### src/rtl/vscale_wb_arbiter.sv
// Register-file write-back arbiter: the pipeline port (A) has priority, and multi-cycle
// results (B) queue in a 2-entry FIFO. Starvation of the FIFO head is relieved by a one-cycle wb_stall.
module vscale_wb_arbiter #(
   parameter int XPR_LEN        = 32,
   parameter int REG_ADDR_WIDTH = 5,
   parameter int STARVE_LIMIT   = 3
) (
   input  logic                      clk,
   input  logic                      reset_n,
   input  logic                      a_valid,
   input  logic [REG_ADDR_WIDTH-1:0] a_waddr,
   input  logic [XPR_LEN-1:0]        a_wdata,
   input  logic                      b_valid,
   output logic                      b_ready,
   input  logic [REG_ADDR_WIDTH-1:0] b_waddr,
   input  logic [XPR_LEN-1:0]        b_wdata,
   output logic                      wb_stall,
   input  logic [REG_ADDR_WIDTH-1:0] qa1,
   input  logic [REG_ADDR_WIDTH-1:0] qa2,
   output logic                      q_pend1,
   output logic                      q_pend2,
   output logic                      wen,
   output logic [REG_ADDR_WIDTH-1:0] wa,
   output logic [XPR_LEN-1:0]        wd
);

   localparam int CNT_W = (STARVE_LIMIT < 1) ? 1 : $clog2(STARVE_LIMIT + 1);
   localparam logic [CNT_W-1:0] LIMIT = CNT_W'(STARVE_LIMIT);

   typedef struct packed {
      logic [REG_ADDR_WIDTH-1:0] addr;
      logic [XPR_LEN-1:0]        data;
   } wb_req_t;

   wb_req_t          fifo_q [2];
   logic             rd_ptr;
   logic             wr_ptr;
   logic [1:0]       count;
   logic [CNT_W-1:0] starve_cnt;
   logic             out_b;

   logic             push;
   logic             grant_a;
   logic             grant_b;
   wb_req_t          head;
   wb_req_t          tail;
   wb_req_t          sel;
   logic             head_vld;
   logic             tail_vld;
   logic [CNT_W-1:0] starve_nxt;

   assign b_ready  = reset_n && (count != 2'd2);
   assign push     = b_valid && b_ready;
   assign grant_a  = a_valid;
   assign grant_b  = !a_valid && (count != 2'd0);
   assign head     = fifo_q[rd_ptr];
   assign tail     = fifo_q[~rd_ptr];
   assign head_vld = (count != 2'd0);
   assign tail_vld = (count == 2'd2);
   assign sel      = grant_a ? wb_req_t'{a_waddr, a_wdata} : head;

   // The starvation count only grows while A is bypassing a non-empty FIFO.
   always_comb begin
      // NOTE: default first so every path assigns starve_nxt and no latch is inferred.
      starve_nxt = starve_cnt;
      if (grant_b || count == 2'd0)
         starve_nxt = '0;
      else if (grant_a && starve_cnt != LIMIT)
         starve_nxt = starve_cnt + 1'b1;
   end

   // A register is pending while a B write to it sits in the FIFO or in the output stage.
   assign q_pend1 = reset_n && (qa1 != '0) &&
                    ((head_vld && head.addr == qa1) || (tail_vld && tail.addr == qa1) ||
                     (wen && out_b && wa == qa1));
   assign q_pend2 = reset_n && (qa2 != '0) &&
                    ((head_vld && head.addr == qa2) || (tail_vld && tail.addr == qa2) ||
                     (wen && out_b && wa == qa2));

   // NOTE: FIFO payload storage carries no reset; count/pointers alone define which entries are valid.
   always_ff @(posedge clk) begin
      if (push)
         fifo_q[wr_ptr] <= wb_req_t'{b_waddr, b_wdata};
   end

   always_ff @(posedge clk) begin
      // NOTE: non-blocking assignments so every register samples the pre-edge values.
      if (!reset_n) begin
         count      <= 2'd0;
         rd_ptr     <= 1'b0;
         wr_ptr     <= 1'b0;
         starve_cnt <= '0;
         wb_stall   <= 1'b0;
         out_b      <= 1'b0;
         wen        <= 1'b0;
         wa         <= '0;
         wd         <= '0;
      end else begin
         if (push)
            wr_ptr <= ~wr_ptr;
         if (grant_b)
            rd_ptr <= ~rd_ptr;
         count      <= count + 2'(push) - 2'(grant_b);
         starve_cnt <= starve_nxt;
         wb_stall   <= (starve_nxt == LIMIT) && !wb_stall;
         out_b      <= grant_b;
         wen        <= (grant_a || grant_b) && (sel.addr != '0);
         if (grant_a || grant_b) begin
            wa <= sel.addr;
            wd <= sel.data;
         end
      end
   end

endmodule

### config.mk
export PLATFORM = sky130hd
export DESIGN_NAME = vscale_wb_arbiter
export DESIGN_NICKNAME = d
export VERILOG_FILES = /design/src/rtl/vscale_wb_arbiter.sv
export SDC_FILE = /design/constraint.sdc
export NUM_CORES = 1
export LEC_CHECK = 0
export BUFFER_PORTS_ARGS = -buffer_cell sky130_fd_sc_hd__buf_2
export CAP_MARGIN = 20
export CORE_UTILIZATION = 45
export CTS_BUF_LIST = sky130_fd_sc_hd__clkbuf_4 sky130_fd_sc_hd__clkbuf_8 sky130_fd_sc_hd__clkbuf_16
export CTS_CLUSTER_SIZE = 40
export DETAILED_ROUTE_END_ITERATION = 12
export PLACE_DENSITY_LB_ADDON = 0.15
export REMOVE_ABC_BUFFERS = 1
export SLEW_MARGIN = 30
export SYNTH_ARGS = -nofsm -noshare
export SYNTH_HDL_FRONTEND = slang
export SYNTH_SLANG_ARGS = --single-unit
### constraint.sdc
create_clock -name clk -period 7.1 [get_ports clk]
set_input_delay 0.71 -clock clk [delete_from_list [all_inputs] [get_ports clk]]
set_output_delay 0.71 -clock clk [all_outputs]
set_load 0.1 [all_outputs]
==> load_flow_metrics.sql, run 1 <==
INSERT INTO impl_metrics (metric_group, metric, value, unit) VALUES
('run_status', 'run_status', 'finished clean', ''),
('flow_run', 'cap_violations', '0', ''),
('logic_synthesis', 'synthAdderAreaFrac', '0.00719', ''),
('cts', 'numCtsBuffers', '17', ''),
('worst_setup_path', 'path_class', 'register to primary output', ''),
('detailed_routing', 'average_wire_per_cell_in_the_routed_design', '15.8', 'um'),
('power_and_ir_drop', 'power.internal', '1640', 'uW'),
('logic_synthesis', 'synth_sequential_area_ratio', '0.606', ''),
('place', 'hpwl_dp', '7.50', 'mm'),
('timing', 'unrepaired_setup_endpoints_after_global_routing', 'false', ''),
('cts', 'cts.htree.levels', '4', ''),
('power_and_ir_drop', 'cellPowerDensity', '397', 'nW/um2'),
('cts', 'worst_skew_pair.late_latency', '0.40', 'ns'),
('timing', 'hold_viol', '0', ''),
('logic_synthesis', 'synthesis.area', '5220', 'um2'),
('power_and_ir_drop', 'netSwitchingPower', '982', 'uW'),
('detailed_routing', 'routed_wl', '11.1', 'mm'),
('power_and_ir_drop', 'power.share.clock', '0.328', ''),
('grt', 'gr-usage-all-layers', '0.195', ''),
('power_and_ir_drop', 'vdd_drop_max', '0.203', 'mV'),
('power_and_ir_drop', 'comb_power_share', '0.334', ''),
('cts', 'tritoncts_clock_tree', 'done', ''),
('timing', 'worstMarginPinSlew', '0.832', 'ns'),
('timing', 'finalMaxSlewViolations', '0', ''),
('timing', 'finalHoldWorstSlack', '0.418', 'ns'),
('detailed_routing', 'drt-initial-drc-count', '160', ''),
('logic_synthesis', 'synth_largest_area_cell', 'edfxtp_1', ''),
('logic_synthesis', 'mean_post_synth_cell_area', '12.3', 'um2'),
('worst_setup_path', 'cp_data_arrival_time', '2.78', 'ns'),
('place', 'placedCellCount', '671', ''),
('timing', 'final_min_period_over_clock_period', '0.492', ''),
('worst_setup_path', 'worstPathRequired', '6.39', 'ns'),
('floorplanning', 'num_rows', '38', ''),
('worst_setup_path', 'path_buf_inv', '2', ''),
('floorplanning', 'design.portCount', '130', ''),
('logic_synthesis', 'synthArstFlopShare', '0', ''),
('timing', 'period_minus_slack', '3.49', 'ns'),
('grt', 'grt_max_degree', '83', ''),
('logic_synthesis', 'netlist_top_cells_count', 'edfxtp_1 (74), dfxtp_1 (47), nor2_1 (44)', ''),
('detailed_routing', 'antenna_left', '0', ''),
('detailed_routing', 'detailedRoute.firstPassIterationCount', '4', ''),
('logic_synthesis', 'main_combinational_cell_family_by_area_after_synthesis', 'simple AND/OR/NAND/NOR gates', ''),
('place', 'port-buffer-count', '129', ''),
('floorplanning', 'placeableCoreArea', '11100', 'um2'),
('grt', 'first_global_vias', '3569', ''),
('grt', 'number_of_antenna_violations_at_the_first_check_in_global_routing', '1', ''),
('power_and_ir_drop', 'seq_power_share', '0.338', ''),
('cts', 'cts_repair_resize_count', '0', ''),
('cells_and_area', 'area_growth_syn_to_layout', '26.4', '%'),
('power_and_ir_drop', 'total_leakage_power', '0.00252', 'uW'),
('cells_and_area', 'final_cells', '704', ''),
('timing', 'finClkSkew', '0.0131', 'ns'),
('logic_synthesis', 'synth.area.top_cells', 'edfxtp_1 (43%), dfxtp_1 (18%), mux2i_1 (7.3%)', ''),
('logic_synthesis', 'postSynth.topFlopCell', 'edfxtp_1', ''),
('worst_setup_path', 'timing.critical_path.depth', '7', ''),
('place', 'place.gp.congestion', '0.838', ''),
('grt', 'grt.overflow.total', '0', ''),
('cts', 'cts_setup_buffers', '0', ''),
('cts', 'clock_sinks', '121', ''),
('cts', 'ctsHoldBuffers', '0', ''),
('logic_synthesis', 'number_of_synthesized_register_bits', '121', ''),
('grt', 'first_pass_grt_wire_length', '17.1', 'mm'),
('floorplanning', 'effective_utilization_at_floorplan', '0.471', ''),
('worst_setup_path', 'slowest_delay', '0.55', 'ns'),
('cts', 'cts_root_buf', 'clkbuf_16', ''),
('worst_setup_path', 'start_kind', 'register', ''),
('floorplanning', 'chipHeight', '110', 'um'),
('cts', 'cts_buffer_depth', '2', ''),
('logic_synthesis', 'yosys-mux-area-fraction', '0.0920', ''),
('logic_synthesis', 'warnings_synthesis', '0', ''),
('detailed_routing', 'drt_drc_violations_left', '0', '');
==> through the flow <==
| stage | setup slack (ns) | util | power (uW) |
|---|---|---|---|
| finish | 3.61 | 0.596 | 2620 |
| global route | 3.42 | 0.595 | 2740 |
| CTS | 3.57 | 0.595 | 2640 |
| detailed placement | 4.02 | 0.541 | 1780 |
| global placement | 4.05 | 0.536 | 1760 |
| floorplan | 2.30 | - | 1600 |
==> cell usage in the layout, fill, tap and decap left out, types with 2 or more instances in the layout <==
cell        synthesis  final
a31oi_1             2      2
ha_1                3      3
bufinv_16           0      3
nor2b_1            38     38
o21ai_0             3      3
buf_4               2      3
xnor2_1            16     16
buf_2              10    129
mux2i_4             2      2
and2_1              6      6
mux2i_2             4      4
xor2_1             18     18
edfxtp_1           74     74
nand4_1             3      3
clkinvlp_4          0      4
nor2_1             44     42
clkinv_2            0      4
clkbuf_16           0     17
dfxtp_1            47     46
nor2_4              0      2
nand3_1             5      5
a21oi_1            38     38
or4_1               2      2
buf_16              0      2
mux2i_1            38     38
nor4_1              7      7
a211oi_1           37     37
inv_1               2      2
==> area by class of cell <==
cell class | instances | area, um2 | share of cell area
Antenna cell | 1 | 2.50 | 0.000379
Sequential cell | 121 | 3160 | 0.480
Inverter | 2 | 7.51 | 0.00114
Multi-Input combinational cell | 274 | 1930 | 0.292
Clock inverter | 13 | 153 | 0.0231
Clock buffer | 19 | 447 | 0.0677
Tap cell | 140 | 175 | 0.0266
Timing Repair Buffer | 134 | 723 | 0.110
==> flip-flops by register name, summed over array words and instances (netlist names), named ones only <==
register and flops:
wen 1, wd 32, rd_ptr 1, starve_cnt 2, fifo_q 74, out_b 1, wa 5, wr_ptr 1
wb_stall 1, count 2
==> worst reg2reg max path: cells and delay by family, from the launching register on <==
family / cells / cell delay (ns)
and+or+nand+nor: 3 / 0.79
DFF: 1 / 0.38
AOI/OAI and AO/OA: 2 / 0.34
buffers and inverters: 1 / 0.51
==> per-layer routing <==
metal	wire length [um]	track usage
met5	0	0
met4	121	0.0867
met3	707	0.0616
met2	5450	0.332
met1	4850	0.224
==> final timing paths <==
path | endpoint | startpoint
max | q_pend2 | register
min reg2reg | wb_stall | wb_stall
min | wb_stall | wb_stall
max reg2reg | wa[0] | count[1]
==> power by group through the flow <==
stage,Sequential (uW),Combinational [uW],Clock [uW]
final,885,875,858
after detailed placement,900,878,0
after CTS,886,882,871
after floorplan,1260,345,0
after global routing,895,939,907
after global placement,897,860,0
==> logic make-up (layout without fill, tap and decap cells) <==
| kind of cell | after synthesis | count (layout) |
|---|---|---|
| flops | 121 | 121 |
| simple gates | 112 | 112 |
| compound gates | 81 | 81 |
| mux | 44 | 44 |
| xor+xnor | 34 | 34 |
| buf+inv | 30 | 168 |
| fa+ha+maj | 3 | 3 |
| other cells | 0 | 1 |
Note: power is estimated with default switching activity, not from simulation.
==> run 2, diff against run 1 <==
Clock period 7.1 ns to 3.45 ns, I/O delays scaled along.
==> run 2 against run 1 <==
Non-clock buffer count rose by 3. Combinational power increased by 100%. Wire length down 2.3%. Utilization grew 0.11 points. Critical path type unchanged. Final cell count grew 0.28%. Register-to-register slack lost 3.7 ns. Critical path depth is 1 lower. Critical endpoint unchanged. First-iteration DRC count increased by 10%. Sequential cell count is the same. Setup slack worse by 3.1 ns. Die area is the same. Power is 110% higher.
==> load_flow_metrics.sql, run 2 (same netlist as run 1, synthesis figures left out) <==
INSERT INTO impl_metrics (metric_group, metric, value, unit) VALUES
('grt', 'grt_max_degree', '81', ''),
('worst_setup_path', 'rr_startpoint', 'count[1]', ''),
('worst_setup_path', 'start_kind', 'register', ''),
('power_and_ir_drop', 'cellPowerDensity', '827', 'nW/um2'),
('worst_setup_path', 'critPathSlowestCell', 'dfxtp_2', ''),
('cells_and_area', 'largest_reg_flops', '74', ''),
('power_and_ir_drop', 'vdd_drop_max', '0.448', 'mV'),
('worst_setup_path', 'setup.worst_path.end', 'q_pend2', ''),
('timing', 'achievable-frequency', '338', 'MHz'),
('timing', 'final_min_period_over_clock_period', '0.858', ''),
('run_status', 'run_status', 'finished clean', ''),
('detailed_routing', 'detailedRoute.firstPassIterationCount', '4', ''),
('cells_and_area', 'seq_area', '3160', 'um2'),
('detailed_routing', 'vias', '3662', ''),
('cells_and_area', 'mostFrequentLayoutCells', 'buf_2 (129), edfxtp_1 (74), dfxtp_1 (46), nor2_1 (42)', ''),
('detailed_routing', 'routed_wl', '10.9', 'mm'),
('timing', 'finalHoldWorstSlack', '0.119', 'ns'),
('cts', 'worst_skew_pair.late_latency', '0.41', 'ns'),
('cts', 'cts_root_buf', 'clkbuf_16', ''),
('timing', 'finalMaxSlewViolations', '0', ''),
('floorplanning', 'floorplan.die.width', '110', 'um'),
('cells_and_area', 'final_util', '0.597', ''),
('worst_setup_path', 'worstPathRequired', '3.11', 'ns'),
('worst_setup_path', 'worst_path_dominant_cell_family', 'flip-flops', ''),
('power_and_ir_drop', 'total_leakage_power', '0.00253', 'uW'),
('cells_and_area', 'largest_register', 'fifo_q', ''),
('timing', 'setup_tns', '0', 'ns'),
('cts', 'cts.htree.levels', '4', ''),
('cts', 'worst_setup_hold_path_clk_slew', '0.06', 'ns'),
('timing', 'timing.max_slew.rel_slack', '0.470', ''),
('grt', 'gr-usage-met3', '0.0688', ''),
('cts', 'tritoncts_clock_tree', 'done', ''),
('place', 'post_dp_cell_area', '5980', 'um2'),
('cts', 'cts_repair_resize_count', '0', ''),
('worst_setup_path', 'path_class', 'register to primary output', ''),
('worst_setup_path', 'worst-path-max-fanout', '15', ''),
('timing', 'unrepaired_setup_endpoints_after_global_routing', 'false', ''),
('cts', 'ctsHoldBuffers', '0', ''),
('worst_setup_path', 'critical_register_to_register_path_endpoint', 'wd[14]', ''),
('hold_path', 'whs_path_depth', '1', ''),
('floorplanning', 'placeableCoreArea', '11100', 'um2'),
('detailed_routing', 'average_wire_per_cell_in_the_routed_design', '15.4', 'um'),
('grt', 'first_pass_grt_wire_length', '17.1', 'mm'),
('cts', 'cts_buffer_depth', '2', ''),
('worst_setup_path', 'crit_chain', 'mux2i_4, xnor2_1, nor4_1, nand3_1, a31oi_1, buf_2', ''),
('flow_run', 'cap_violations', '0', ''),
('timing', 'finClkSkew', '0.00756', 'ns'),
('detailed_routing', 'drt-initial-drc-count', '176', ''),
('grt', 'grt.overflow.total', '0', ''),
('worst_setup_path', 'cp_data_arrival_time', '2.61', 'ns'),
('timing', 'worstMarginPinSlew', '0.794', 'ns'),
('place', 'port-buffer-count', '129', ''),
('cells_and_area', 'num-fill-cells', '944', ''),
('floorplanning', 'effective_utilization_at_floorplan', '0.471', ''),
('worst_setup_path', 'timing.critical_path.to_type', 'primary output', ''),
('worst_setup_path', 'worst_r2r_path_depth', '6', ''),
('cells_and_area', 'fraction_of_layout_instances_using_a_drive_strength_above_1', '0.316', ''),
('cts', 'numCtsBuffers', '17', ''),
('grt', 'grtUsageMet2', '0.315', ''),
('timing', 'period_minus_slack', '2.96', 'ns'),
('detailed_routing', 'drt_drc_violations_left', '0', ''),
('hold_path', 'hold_path.class', 'input pin to register', ''),
('floorplanning', 'num_rows', '38', ''),
('cts', 'clock_sinks', '121', ''),
('grt', 'gr_peak_layer', 'met2', ''),
('timing', 'hold_viol', '0', ''),
('place', 'hpwl_dp', '7.49', 'mm'),
('cells_and_area', 'antenna-diode-count', '0', ''),
('worst_setup_path', 'path_buf_inv', '1', ''),
('detailed_routing', 'average_via_count_per_standard_cell', '5.19', ''),
('place', 'place.gp.congestion', '0.849', ''),
('detailed_routing', 'antenna_left', '0', ''),
('grt', 'grt.met1_usage', '0.227', ''),
('floorplanning', 'chipHeight', '110', 'um'),
('cts', 'cts_setup_buffers', '0', ''),
('cells_and_area', 'mostFrequentLayoutCell', 'buf_2', ''),
('worst_setup_path', 'timing.critical_path.depth', '6', ''),
('grt', 'gr-usage-all-layers', '0.194', ''),
('worst_setup_path', 'setup.reg_to_reg.worst_slack', '1.36', 'ns'),
('floorplanning', 'die_area', '12000', 'um2'),
('cells_and_area', 'area_growth_syn_to_layout', '26.6', '%'),
('worst_setup_path', 'slowest_delay', '0.66', 'ns'),
('cells_and_area', 'layout.cell_area.non_filler', '6610', 'um2'),
('grt', 'first_global_vias', '3523', ''),
('cells_and_area', 'multiInputGateArea', '1930', 'um2'),
('cells_and_area', 'num-nets-final', '644', ''),
('floorplanning', 'design.portCount', '130', ''),
('timing', 'setup_violations', '0', ''),
('cells_and_area', 'reg_top3', 'fifo_q: 74 flops, wd: 32 flops, wa: 5 flops', ''),
('grt', 'number_of_antenna_violations_at_the_first_check_in_global_routing', '1', '');
run 2: where the power goes:
group,internal (uW),total [uW],switching (uW)
sequential,1720,1860,138
combinational,487,1750,1260
clock,1220,1860,645
run 2: stage by stage:
| step | std cells | worst slack, ns | total power, uW |
|---|---|---|---|
| after floorplan | 397 | -0.985 | 3290 |
| after global placement | 674 | 0.962 | 3620 |
| after detailed placement | 674 | 0.926 | 3640 |
| after CTS | 706 | 0.480 | 5520 |
| after global routing | 706 | 0.321 | 5720 |
| final | 706 | 0.491 | 5470 |
run 2: how the worst min path moves through the flow:
stage / startpoint / end
final: b_wdata[19] / fifo_q[0][19]
after floorplan: b_wdata[0] / fifo_q[0][0]
after detailed placement: wb_stall / wb_stall
after global routing: b_wdata[19] / fifo_q[1][19]
after CTS: b_wdata[19] / fifo_q[0][19]
after global placement: wb_stall / wb_stall
run 2: cell type report:
| cell class | instances | area share |
|---|---|---|
| clock buffers | 18 | 0.0655 |
| clock inverters | 14 | 0.0301 |
| inverters | 2 | 0.00114 |
| multi-input cells | 274 | 0.291 |
| flip-flops and latches | 121 | 0.479 |
| well taps | 140 | 0.0265 |
| repair buffers | 137 | 0.107 |
run 2: metal layers:
layer  routed length [um]  share of wire
met5                    0              0
met2                 5120           0.47
met4                  250          0.023
met3                  656          0.060
met1                 4850           0.45
==> run 3, diff against run 2 <==
Settings changed: CTS_BUF_LIST sky130_fd_sc_hd__clkbuf_4 sky130_fd_sc_hd__clkbuf_8 sky130_fd_sc_hd__clkbuf_16 to sky130_fd_sc_hd__clkbuf_8.
==> run 3 against run 2 <==
Critical path depth unchanged. Fmax decreased by 0.11%. Highest routed layer unchanged. Clock-buffer cell count decreased by 1. Clock power decreased by 26%.
==> load_flow_metrics.sql, run 3 (same netlist as run 1, synthesis figures left out) <==
INSERT INTO impl_metrics (metric_group, metric, value, unit) VALUES
('run_status', 'run_status', 'finished clean', ''),
('floorplanning', 'design.portCount', '130', ''),
('place', 'placedCellCount', '674', ''),
('place', 'detailedPlace.worstSlack', '0.926', 'ns'),
('cts', 'worst_setup_hold_path_clk_slew', '0.08', 'ns'),
('cells_and_area', 'largest_reg_flops', '74', ''),
('power_and_ir_drop', 'seq_power_share', '0.373', ''),
('flow_run', 'cap_violations', '0', ''),
('detailed_routing', 'routed_wl', '10.7', 'mm'),
('timing', 'setup_tns', '0', 'ns'),
('cells_and_area', 'antenna-diode-count', '0', ''),
('worst_setup_path', 'worst-path-max-fanout', '15', ''),
('cts', 'cts_buffer_depth', '2', ''),
('floorplanning', 'placeableCoreArea', '11100', 'um2'),
('hold_path', 'hold_path.class', 'input pin to register', ''),
('hold_path', 'whs_path_depth', '1', ''),
('grt', 'grt.overflow.total', '0', ''),
('timing', 'hold_viol', '0', ''),
('timing', 'finalMaxSlewViolations', '0', ''),
('cells_and_area', 'mostFrequentLayoutCells', 'buf_2 (129), edfxtp_1 (74), dfxtp_1 (46), nor2_1 (42)', ''),
('timing', 'finClkSkew', '0.00658', 'ns'),
('power_and_ir_drop', 'power.share.clock', '0.275', ''),
('detailed_routing', 'average_wire_per_cell_in_the_routed_design', '15.2', 'um'),
('power_and_ir_drop', 'netSwitchingPower', '1970', 'uW'),
('cells_and_area', 'num-nets-final', '644', ''),
('timing', 'period_minus_slack', '2.96', 'ns'),
('timing', 'postLayoutSetupSlackWorst', '0.488', 'ns'),
('cts', 'cts_setup_buffers', '0', ''),
('worst_setup_path', 'cp_data_arrival_time', '2.62', 'ns'),
('cells_and_area', 'area_growth_syn_to_layout', '22.9', '%'),
('grt', 'gr-usage-all-layers', '0.192', ''),
('floorplanning', 'chipHeight', '110', 'um'),
('grt', 'first_pass_grt_wire_length', '16.9', 'mm'),
('floorplanning', 'num_rows', '38', ''),
('cts', 'numCtsBuffers', '17', ''),
('detailed_routing', 'average_via_count_per_standard_cell', '5.18', ''),
('place', 'hpwl_dp', '7.49', 'mm'),
('detailed_routing', 'detailedRoute.firstPassIterationCount', '6', ''),
('detailed_routing', 'drt_drc_violations_left', '0', ''),
('grt', 'first_global_vias', '3549', ''),
('timing', 'setup_violations', '0', ''),
('floorplanning', 'floorplan.die.width', '110', 'um'),
('detailed_routing', 'vias', '3656', ''),
('worst_setup_path', 'start_kind', 'register', ''),
('cells_and_area', 'largest_register', 'fifo_q', ''),
('grt', 'grt_max_degree', '81', ''),
('cts', 'cts_repair_resize_count', '0', ''),
('worst_setup_path', 'worst_r2r_path_depth', '6', ''),
('cells_and_area', 'fraction_of_layout_instances_using_a_drive_strength_above_1', '0.314', ''),
('cts', 'cts.htree.levels', '4', ''),
('cts', 'cts_root_buf', 'clkbuf_8', ''),
('timing', 'unrepaired_setup_endpoints_after_global_routing', 'false', ''),
('cells_and_area', 'mostFrequentLayoutCell', 'buf_2', ''),
('worst_setup_path', 'setup.reg_to_reg.worst_slack', '1.35', 'ns'),
('power_and_ir_drop', 'power.internal', '2990', 'uW'),
('timing', 'achievable-frequency', '338', 'MHz'),
('place', 'port-buffer-count', '129', ''),
('power_and_ir_drop', 'comb_power_share', '0.351', ''),
('worst_setup_path', 'path_class', 'register to primary output', ''),
('cts', 'ctsHoldBuffers', '0', ''),
('cts', 'tritoncts_clock_tree', 'done', ''),
('power_and_ir_drop', 'total_leakage_power', '0.00245', 'uW'),
('cts', 'worst_skew_pair.late_latency', '0.43', 'ns'),
('timing', 'worstMarginPinSlew', '0.793', 'ns'),
('power_and_ir_drop', 'cellPowerDensity', '774', 'nW/um2'),
('power_and_ir_drop', 'switching_fraction_of_total_power', '0.397', ''),
('cells_and_area', 'final_cells', '706', ''),
('grt', 'number_of_antenna_violations_at_the_first_check_in_global_routing', '1', ''),
('cells_and_area', 'reg_top3', 'fifo_q: 74 flops, wd: 32 flops, wa: 5 flops', ''),
('power_and_ir_drop', 'vdd_drop_max', '0.425', 'mV'),
('timing', 'final_min_period_over_clock_period', '0.859', ''),
('timing', 'timing.max_slew.rel_slack', '0.472', ''),
('worst_setup_path', 'timing.critical_path.to_type', 'primary output', ''),
('floorplanning', 'effective_utilization_at_floorplan', '0.471', ''),
('place', 'place.gp.congestion', '0.849', ''),
('worst_setup_path', 'worstPathRequired', '3.11', 'ns'),
('detailed_routing', 'antenna_left', '0', ''),
('cts', 'clock_sinks', '121', ''),
('detailed_routing', 'drt-initial-drc-count', '158', ''),
('floorplanning', 'die_area', '12000', 'um2');
==> run 3: cell types whose count changed in the layout (fill, tap and decap cells not counted) <==
cell	before	now
clkbuf_4	1	0
inv_1	2	3
clkbuf_16	17	0
clkbuf_8	0	17
==> run 3: power by group through the flow <==
stage,Sequential (uW),Combinational (uW),Clock [uW]
floorplan,2590,709,0
global placement,1880,1730,0
detailed placement,1890,1760,0
CTS,1860,1760,1400
global route,1870,1880,1470
finish,1850,1740,1370
==> run 3: per-layer routing <==
metal	share of wire	global-route usage	vias up
met5	0	0	-
met4	0.020	0.0752	0
met3	0.062	0.0765	20
li1	-	-	1810
met2	0.47	0.314	113
met1	0.45	0.225	1713
==> run 3: stage by stage <==
step	hold WS [ns]	total power, uW	instance area (um2)	util
after floorplan	0.444	3290	5080	-
after global placement	0.407	3620	5980	0.540
after detailed placement	0.407	3640	5980	0.540
after CTS	0.0604	5020	6410	0.579
after global routing	0.0598	5220	6410	0.579
final	0.0986	4960	6410	0.579
==> run 3: path summary, 6_finish.rpt <==
check	start	endpoint
hold / removal	b_wdata[3]	fifo_q[1][3]
setup reg to reg	count[1]	wd[19]
setup / recovery	register	q_pend2
hold reg to reg	wb_stall	wb_stall
==> run 3: worst max-delay path, cell delays in order, from the launching register on <==
cell and delay [ns]:
dfxtp_2 0.67, mux2i_4 0.38, xnor2_1 0.09, nor4_1 0.27, nand3_1 0.11, a31oi_1 0.21
buf_2 0.45
==> run 3: final cells by class <==
| type | count | area (um2) |
|---|---|---|
| clock buffer | 17 | 234 |
| clock inverter | 15 | 203 |
| fill | 978 | 4660 |
| inverter | 2 | 7.51 |
| multi-input combinational | 274 | 1930 |
| sequential | 121 | 3160 |
| tap | 140 | 175 |
| timing repair buffer | 137 | 706 |
